## src/rtl/mux_pkg.sv

```systemverilog
// Shared constants and helpers for the round-robin N-to-1 mux.
package mux_pkg;

   localparam int DEFAULT_WIDTH    = 8;
   localparam int DEFAULT_CHANNELS = 4;
   localparam int MAX_CHANNELS     = 16;
   localparam int MAX_SEL_W        = 4;

   // Lane index wide enough for the largest legal channel count.
   typedef logic [MAX_SEL_W-1:0] lane_idx_t;

   // Increment a lane index, wrapping explicitly at n so that
   // non-power-of-2 channel counts never reach an unused index.
   function automatic lane_idx_t next_idx(input lane_idx_t idx, input int unsigned n);
      if (32'(idx) + 32'd1 >= n) return '0;
      return idx + 1'b1;
   endfunction

endpackage

```

## src/rtl/rr_pick.sv

```systemverilog
// First-valid search starting at ptr and wrapping modulo CHANNELS.
// Used only by the work-conserving (skip-idle) build of mux_nx1_rr.
module rr_pick
   import mux_pkg::*;
#(
   parameter int CHANNELS = DEFAULT_CHANNELS,
   parameter int SEL_W    = $clog2(CHANNELS)
) (
   input  logic [CHANNELS-1:0] valid_in,
   input  logic [SEL_W-1:0]    ptr,
   output logic [SEL_W-1:0]    grant,
   output logic                any_valid
);

   int idx;

   // Walk the offsets from farthest to nearest so the lane closest
   // to ptr (in rotation order) is the last writer and wins.
   always_comb begin
      grant     = '0;
      any_valid = 1'b0;
      idx       = 0;
      for (int k = CHANNELS - 1; k >= 0; k--) begin
         idx = (int'(ptr) + k) % CHANNELS;
         if (valid_in[idx]) begin
            grant     = SEL_W'(idx);
            any_valid = 1'b1;
         end
      end
   end

endmodule

```

## src/rtl/mux_nx1_rr.sv

```systemverilog
// Registered N-to-1 round-robin mux with stall and channel tag.
// Build option: define MUX_NX1_SKIP_IDLE_EN for work-conserving
// skip-idle arbitration; otherwise fixed TDM rotation, one slot per lane.
module mux_nx1_rr
   import mux_pkg::*;
#(
   parameter int WIDTH    = DEFAULT_WIDTH,
   parameter int CHANNELS = DEFAULT_CHANNELS,
   parameter int SEL_W    = $clog2(CHANNELS)
) (
   input  logic                      clk,
   input  logic                      reset,
   input  logic [CHANNELS*WIDTH-1:0] data_in,
   input  logic [CHANNELS-1:0]       valid_in,
   input  logic                      stall,
   output logic [WIDTH-1:0]          data_out,
   output logic                      valid_out,
   output logic [SEL_W-1:0]          chan_out
);

   logic [CHANNELS-1:0][WIDTH-1:0] lanes;
   logic [SEL_W-1:0]               ptr;
   logic [SEL_W-1:0]               sel;
   logic [SEL_W-1:0]               ptr_nxt;

   assign lanes = data_in;

   function automatic logic [SEL_W-1:0] wrap_inc(input logic [SEL_W-1:0] i);
      return SEL_W'(next_idx(lane_idx_t'(i), CHANNELS));
   endfunction

`ifdef MUX_NX1_SKIP_IDLE_EN
   logic [SEL_W-1:0] pick_grant;
   logic             pick_any;

   rr_pick #(
      .CHANNELS (CHANNELS),
      .SEL_W    (SEL_W)
   ) u_pick (
      .valid_in  (valid_in),
      .ptr       (ptr),
      .grant     (pick_grant),
      .any_valid (pick_any)
   );

   // With nothing valid, report the pointer slot and leave it in place.
   assign sel     = pick_any ? pick_grant : ptr;
   assign ptr_nxt = pick_any ? wrap_inc(pick_grant) : ptr;
`else
   // Fixed rotation: every lane owns a slot whether or not it is valid.
   assign sel     = ptr;
   assign ptr_nxt = wrap_inc(ptr);
`endif

   // Pointer and output registers; stall freezes everything.
   always_ff @(posedge clk or negedge reset) begin
      if (!reset) begin
         ptr       <= '0;
         data_out  <= '0;
         valid_out <= 1'b0;
         chan_out  <= '0;
      end else if (!stall) begin
         ptr       <= ptr_nxt;
         valid_out <= valid_in[sel];
         data_out  <= valid_in[sel] ? lanes[sel] : '0;
         chan_out  <= sel;
      end
   end

endmodule

```

## config.mk

```make
export PLATFORM = sky130hd
export DESIGN_NAME = mux_nx1_rr
export DESIGN_NICKNAME = d
export VERILOG_FILES = /design/src/rtl/mux_pkg.sv /design/src/rtl/rr_pick.sv /design/src/rtl/mux_nx1_rr.sv
export SDC_FILE = /design/constraint.sdc
export NUM_CORES = 1
export LEC_CHECK = 0
export ABC_AREA = 1
export CAP_MARGIN = 20
export CORE_ASPECT_RATIO = 1.5
export CORE_MARGIN = 5
export CORE_UTILIZATION = 39
export DETAILED_ROUTE_END_ITERATION = 12
export PLACE_DENSITY = 0.83
export REMOVE_ABC_BUFFERS = 1
export SYNTH_ARGS = -nofsm -noshare
export SYNTH_HDL_FRONTEND = slang
export SYNTH_SLANG_ARGS = --single-unit
```

## constraint.sdc

```tcl
create_clock -name clk -period 1.6 [get_ports clk]
set_clock_uncertainty 0.15 [all_clocks]
set_input_delay 0.16 -clock clk [delete_from_list [all_inputs] [get_ports clk]]
set_output_delay 0.16 -clock clk [all_outputs]
set_load 0.05 [all_outputs]
```

---- Word level (Yosys, flattened, before mapping) ----
Index checks and enable logic that the tools add are counted.
W data, S select, Z words.
storage, ports and cells
  register bits ........................... 13
  latch bits .............................. 0
  bits in writable memories ............... 0
  ROM bits ................................ 0
  input bits .............................. 39
  output and inout port bits .............. 11
  word-level logic and storage cells ...... 16
  memories kept ........................... 0
operators by class
  $add $sub $neg .......................... 2
  multipliers ............................. 0
  divide/modulo/power cells ............... 0
  order comparisons ....................... 2
  equal/unequal tests ..................... 0
  shift-type cells ........................ 0
  mux-type cells .......................... 8
  bitwise gates (word level) .............. 0
  reduce and logical (&&, ||, !) cells .... 0
operators with widths
  cell                   count
  $bmux W8 S2            1
  $mux W8                2
  $mux W2                2
  $add A2 B1 Y3 const B  1
  $ge A3 B3 Y1 const B   1
  $lt A2 B3 Y1 const B   1
  $add A2 B1 Y2 const B  1
  $bmux W1 S2            1
  $mux W1                2

---- Logic depth before layout (Yosys ltp) ----
Gate-level depths: netlist of run 1.
  depth in word-level cells ............... 4
  mapped depth ............................ 7
  depth with buffers taken out ............ 6

---- Worst setup path after synthesis of run 1 ----
OpenSTA, ideal clock, no wires.
  kind .................................... reg-to-reg
  start point ............................. register ptr[1]
  end point ............................... register data_out[0]
  setup time .............................. 0.066 ns
  data arrival time ....................... 0.963 ns
  data required time ...................... 1.384 ns
  path slack .............................. 0.421 ns
  cell stages (with the launch flop) ...... 8
  buffers on the path ..................... 2
  clock period less this slack ............ 1.179 ns
  cell sequence ........................... dfrtp_1 > buf_4 > inv_1 > buf_4 > nand3_1 > nand2_1 > nand3_1 > nand2_1
on the way
  word-level cells in the longest chain between the ends .. 3
  elaborated cells between the ends (all ways) .. 5
  those cells by class .................... 5 x mux
ends and longest elaborated chain
  item                                                      RTL line          source
  start, declared                                           mux_nx1_rr.sv:22  logic [SEL_W-1:0] ptr;
  start signal, assigned                                    mux_nx1_rr.sv:63  ptr <= ptr_nxt;
  $bmux W8 S2 or $bmux W1 S2 (tied branches)                mux_nx1_rr.sv:65  data_out <= valid_in[sel] ? lanes[sel] : '0;
  $mux W8 (implied by the code) or $mux W1 (tied branches)  mux_nx1_rr.sv:65
  $mux W8 *                                                 mux_nx1_rr.sv:65
  end signal, assigned                                      mux_nx1_rr.sv:65
  end, declared                                             mux_nx1_rr.sv:16  output logic [WIDTH-1:0] data_out,
Every way passes the cells marked *; elsewhere a longest branch is shown, timed or not. The select of a mux whose other input is x is not followed.
A chain may end at the register's enable or synchronous reset.

---- Final worst setup path of run 1 ----
  start point ............................. register ptr[1]
  end point ............................... register ptr[1]
on the way
  word-level cells in the longest chain between the ends .. 4
  elaborated cells between the ends (all ways) .. 5
  those cells by class .................... 2 x add/sub; 1 x order compare; 2 x mux
ends and longest elaborated chain
  item            RTL line          source
  $add A2 B1 Y3   mux_pkg.sv:15     if (32'(idx) + 32'd1 >= n) return '0;
  $ge A3 B3 Y1    mux_pkg.sv:15
  $mux W1         mux_pkg.sv:15
  $mux W2 *       mux_pkg.sv:16     return idx + 1'b1;
  via ptr_nxt[1]  mux_nx1_rr.sv:24  logic [SEL_W-1:0] ptr_nxt;
Mark *: on every way through the listed nets, which the timed path passes. The rest lies on a longest branch.

==> impl_metrics.csv, run 1 <==
group,metric,value,unit
worst_setup_path,critical_path_class,"register to register",
synthesis,syn_inst,159,
timing,fmax,746,MHz
layout,nets,252,
clock_network,clock_latency,0.27,ns
worst_setup_path,cp_data_required_time,1.60,ns
drt,via_count,1077,
clock_network,clockRootBuffer,"clkbuf_4",
clock_network,cts_buffer_depth,2,
synthesis,synth-seq-area-share,0.343,
floorplanning,initial_core_util,0.396,
timing,max_slew_margin,0.608,
worst_setup_path,critPathCaptureType,"register",
floorplanning,die_h,70.4,µm
min_path,hold_path.class,"input pin to asynchronous set/reset pin",
synthesis,synth.avg_cell_area,5.96,µm²
synthesis,ys_types,14,
synthesis,syn_area,947,µm²
layout,num_antenna_cells,0,
floorplanning,dieWidth,50.2,µm
global_route,grt.overflow.total,0,
drt,wl_per_cell,10.2,µm
worst_setup_path,arrival,1.34,ns
worst_setup_path,start_kind,"register",
synthesis,synth-xor-area-share,0,
clock_network,postCtsSetupBuffers,0,
clock_network,cts.sinks,13,
layout,drive_gt1_frac,0.109,
global_route,grt_pass1_vias,974,
synthesis,synth.area.mux_share,0,
floorplanning,die-area,0.00353,mm²
clock_network,h-tree-depth,1,
drt,via_per_inst,4.58,
placement,dp_hpwl,1920,µm
clock_network,hold_buffers,0,
power,irDropWorstVdd,0.956,mV
clock_network,cts-resized-gates,0,
synthesis,synth-compound-area-share,0.0185,
synthesis,yosys.area.top_type_share,0.343,
clock_network,cts_tree,"done",
drt,drt_iter0_drc,31,
global_route,grt_max_degree,14,
layout,syn_to_final_growth,54.4,%
drt,dr.pass1.iters,4,
timing,setup_total_negative_slack,0,ns
power,p_per_area,1660,mW/mm²
global_route,grt_pass1_wl,4050,µm
timing,setup_viol,0,
placement,portBuffers,49,
synthesis,synth_simple_gate_area_share,0.417,
drt,wirelength,2390,µm
worst_setup_path,ff2ff_path_depth,4,
synthesis,synth_top_family_by_area,"simple AND/OR/NAND/NOR gates",
worst_setup_path,slowest_stage,"dfrtp_1",
floorplanning,num_rows,22,
worst_setup_path,r2r_setup_slack,0.26,ns
worst_setup_path,path_cells,"buf_4 > ha_1 > nand2_1 > o21ai_0",
worst_setup_path,path_buf_inv,1,
timing,worstMarginPinSlew,0.586,ns
floorplanning,io_pins,50,
worst_setup_path,crit_fanout,6,
clock_network,numCtsBuffers,3,
global_route,grt_use_total,0.142,
drt,drc,0,
timing,final_hold_viol_count,0,
global_route,antenna_found_initial,0,
job,cap_violations,0,
synthesis,synth_area_leaders,"dfrtp_1 34%, nand2_1 27%, inv_1 15%",
worst_setup_path,critPathMaxStageDelay,0.46,ns
timing,rsz0062_at_grt,"false",
timing,whs,0.100,ns
timing,drv_slew,0,
synthesis,post_synth_fa_ha_maj_area_fraction,0.0132,
synthesis,yosysTopAreaCell,"dfrtp_1",
timing,timing.final.crit_share,0.838,
placement,gp_congestion,0.795,
timing,period_needed,1.34,ns
synthesis,yosys_warnings,0,
floorplanning,core_area,0.00239,mm²
drt,ant_nets,0,
power,leakagePower,0.877,nW
worst_setup_path,r2r-start,"ptr[1]",
worst_setup_path,r2r_end,"ptr[1]",
clock_network,clk_pin_slew_worst_paths,0.09,ns
outcome,status,"completed",
worst_setup_path,cp_top_family,"flip-flops",
synthesis,synth-seq-cells,13,
==> cell families (layout without fill, tap and decap cells) <==
| kind of cell | after synthesis | in the layout |
|---|---|---|
| AOI/OAI and AO/OA | 3 | 3 |
| adders and majority gates | 1 | 1 |
| buffers and inverters | 46 | 98 |
| DFF | 13 | 13 |
| and+or+nand+nor | 96 | 96 |
==> stage by stage <==
step                instances  power (mW)  setup slack (ns)  cell area [µm²]  utilization
floorplan                 152        1.64             0.103              897            -
global placement          231        2.22             0.238             1440        0.599
detailed placement        231        2.25             0.243             1440        0.599
CTS                       235        2.46             0.257             1460        0.611
global route              235        2.65             0.126             1460        0.611
finish                    235        2.43             0.260             1460        0.611
==> registers in the layout, indices dropped and copies added (netlist names) <==
signal     flops
data_out       8
chan_out       2
ptr            2
valid_out      1
==> cells in the final DEF (no fill, tap or decap), types with 2 or more instances in the layout <==
cell type        count
clkdlybuf4s50_1     38
nand3_1             26
o21ai_0              2
clkbuf_4             3
dfrtp_1             13
inv_1               38
nand2_1             68
buf_4               17
==> cells in the mapped netlist <==
cell type,number
nand2_1,68
clkbuf_1,2
buf_6,2
nor2_1,1
o21a_1,1
buf_2,1
inv_2,1
dfrtp_1,13
nand2_2,1
o21ai_0,2
ha_1,1
nand3_1,26
buf_4,2
inv_1,38
==> worst max path at each step <==
stage	end	cells after the start	start	slack, ns
finish	ptr[1]	4	ptr[1]	0.26
floorplan	data_out[1]	6	ptr[0]	0.10
global placement	ptr[0]	4	stall	0.24
global route	data_out[6]	7	ptr[0]	0.13
CTS	data_out[6]	7	ptr[0]	0.26
detailed placement	ptr[0]	4	stall	0.24
==> metal layers <==
layer | global-route usage | vias up | part of all wire
met1 | 0.156 | 479 | 0.38
met4 | 0.0583 | 0 | 0.0088
met5 | 0 | - | 0
met3 | 0.0128 | 2 | 0.054
li1 | - | 567 | -
met2 | 0.263 | 29 | 0.56
==> power breakdown <==
group | leakage (nW) | total, mW | internal [mW] | switching, mW
clock | 0.0177 | 0.208 | 0.0926 | 0.116
combinational | 0.695 | 1.63 | 0.577 | 1.06
sequential | 0.165 | 0.590 | 0.483 | 0.107
total | 0.877 | 2.43 | 1.15 | 1.28
==> layout make-up <==
class / instances / area (µm²)
multi-input cells: 100 / 425
clock inverters: 1 / 5.00
well taps: 24 / 30.0
inverters: 39 / 146
clock buffers: 3 / 22.5
repair buffers: 55 / 508
flip-flops and latches: 13 / 325
fillers: 230 / 932
(Power assumes the default switching activity.)
==> run 2: changes to the inputs <==
Settings changed: CORE_UTILIZATION 39 to 35, PLACE_DENSITY 0.83 to 0.79.
Clock period 1.6 ns to 1.2 ns, I/O delays scaled along.
==> impl_metrics.csv, run 2 (same netlist as run 1, synthesis figures left out) <==
group,metric,value,unit
global_route,grt_max_degree,14,
placement,dp_hpwl,2110,µm
worst_setup_path,r2r_setup_slack,-0.11,ns
clock_network,h-tree-depth,1,
drt,wl_met2,1950,µm
drt,drc,0,
layout,reg.largest.list,"data_out x8, chan_out x2, ptr x2",
worst_setup_path,critical_path_class,"register to register",
global_route,grt_use_total,0.162,
layout,multiInputGateArea,612,µm²
worst_setup_path,cp_top_family,"simple AND/OR/NAND/NOR gates",
power,p_clk_frac,0.079,
worst_setup_path,path_buf_inv,1,
floorplanning,die-area,0.00387,mm²
clock_network,clock_latency,0.24,ns
layout,num_antenna_cells,0,
drt,via_count,1216,
layout,layout_commonest_cell,"nand2_1",
worst_setup_path,cp_data_required_time,1.23,ns
power,p_int,2.55,mW
floorplanning,initial_core_util,0.358,
floorplanning,num_rows,23,
floorplanning,io_pins,50,
global_route,antenna_found_initial,0,
timing,period_needed,1.31,ns
layout,syn_to_final_growth,106,%
timing,whs,0.0426,ns
power,switching_share,0.476,
drt,wl_per_cell,12.8,µm
placement,gp_congestion,0.828,
worst_setup_path,start_kind,"register",
clock_network,clk_pin_slew_worst_paths,0.05,ns
drt,route.met3.wl,142,µm
drt,via_per_inst,4.66,
timing,timing.final.crit_share,1.09,
power,irDropWorstVdd,1.47,mV
timing,max_slew_margin,0.834,
drt,drt_iter0_drc,24,
timing,final_hold_viol_count,0,
timing,drv_slew,0,
drt,dr.pass1.iters,4,
layout,num-fill-cells,206,
global_route,grt_pass1_vias,1109,
drt,top_layer_used,"met4",
power,report.power.total,4.87,mW
job,cap_violations,0,
outcome,status,"finished, violations left",
layout,largest_reg_flops,8,
power,pwr-share-comb,0.727,
floorplanning,die_h,73.7,µm
layout,drive_gt1_frac,0.348,
global_route,grt.overflow.total,0,
worst_setup_path,arrival,1.34,ns
layout,nets,265,
timing,fmax,764,MHz
outcome,failed_checks,"setup timing",
worst_setup_path,crit_fanout,5,
drt,wl_met1,1140,µm
worst_setup_path,slowest_stage,"dfrtp_2",
layout,final_cell_mix,"47 x nand2_1, 38 x clkdlybuf4s50_1, 36 x inv_1",
clock_network,cts_tree,"done",
clock_network,numCtsBuffers,3,
min_path,hold_path.class,"input pin to asynchronous set/reset pin",
power,p_per_area,2500,mW/mm²
worst_setup_path,critPathCaptureType,"register",
layout,final-seq-area,328,µm²
power,seqPwrFrac,0.194,
timing,worstMarginPinSlew,0.249,ns
timing,fin_ws,-0.109,ns
placement,portBuffers,49,
clock_network,clockRootBuffer,"clkbuf_8",
floorplanning,dieWidth,52.5,µm
floorplanning,core_area,0.00265,mm²
power,leakagePower,1.03,nW
global_route,grt_pass1_wl,4690,µm
worst_setup_path,path_cells,"buf_6 > nand2_2 > nand3_4 > nand2_4 > nand3_1 > nand2_1",
clock_network,cts.sinks,13,
power,p_sw,2.32,mW
layout,largest-register,"data_out",
worst_setup_path,critPathMaxStageDelay,0.46,ns
clock_network,cts_buffer_depth,2,
drt,ant_nets,0,
drt,wirelength,3340,µm
timing,setup_viol,10,
timing,rsz0062_at_grt,"true",
[run 2: layer usage]
layer	global-route usage	vias up
met5	0	-
met4	0.0966	0
met3	0.0162	9
met2	0.287	41
met1	0.179	572
li1	-	594
[run 2: what timing repair did]
action	in CTS	in global routing
buffers inserted	4	0
gates resized for setup	30	30
pin swaps	21	27
gates cloned	1	0
endpoints found under the setup margin	10	11
hold buffers	0	0
[run 2: power groups by stage]
stage / clock network, mW / logic, mW / registers, mW
floorplan: 0 / 0.733 / 1.46
global placement: 0 / 2.74 / 0.878
detailed placement: 0 / 2.78 / 0.889
CTS: 0.388 / 3.18 / 0.910
global route: 0.413 / 3.77 / 0.969
finish: 0.385 / 3.54 / 0.947
[run 2: cell type report]
| type | count | share of cell area |
|---|---|---|
| timing repair buffer | 67 | 0.392 |
| multi-input combinational | 101 | 0.313 |
| sequential | 13 | 0.168 |
| inverter | 39 | 0.0795 |
| tap | 37 | 0.0237 |
| clock buffer | 4 | 0.0231 |
[run 2: worst register-to-register path, delay by kind of cell, from the launching register on]
kind                   cells  cell delay (ns)
DFF                        1             0.46
buffers and inverters      1             0.16
and+or+nand+nor            5             0.49
[run 2: worst paths after layout]
check	startpoint	endpoint	cells past startpoint
min in group clk	chan_out[0]	chan_out[0]	2
worst max register to register	ptr[0]	data_out[0]	6
worst max-delay path	ptr[0]	data_out[0]	6
worst min-delay path	reset	data_out[0]	2
max in group asynchronous	reset	ptr[1]	2
worst min register to register	chan_out[0]	chan_out[0]	2
[run 2: through the flow]
| step | setup TNS [ns] | std cells | instance area, µm² | util | setup slack, ns |
|---|---|---|---|---|---|
| detailed placement | -0.965 | 252 | 1650 | 0.623 | -0.128 |
| floorplan | -2.84 | 152 | 897 | - | -0.297 |
| global route | -1.42 | 261 | 1950 | 0.737 | -0.175 |
| finish | -0.789 | 261 | 1950 | 0.737 | -0.109 |
| CTS | -0.354 | 261 | 1840 | 0.694 | -0.0475 |
| global placement | -0.740 | 252 | 1650 | 0.623 | -0.113 |
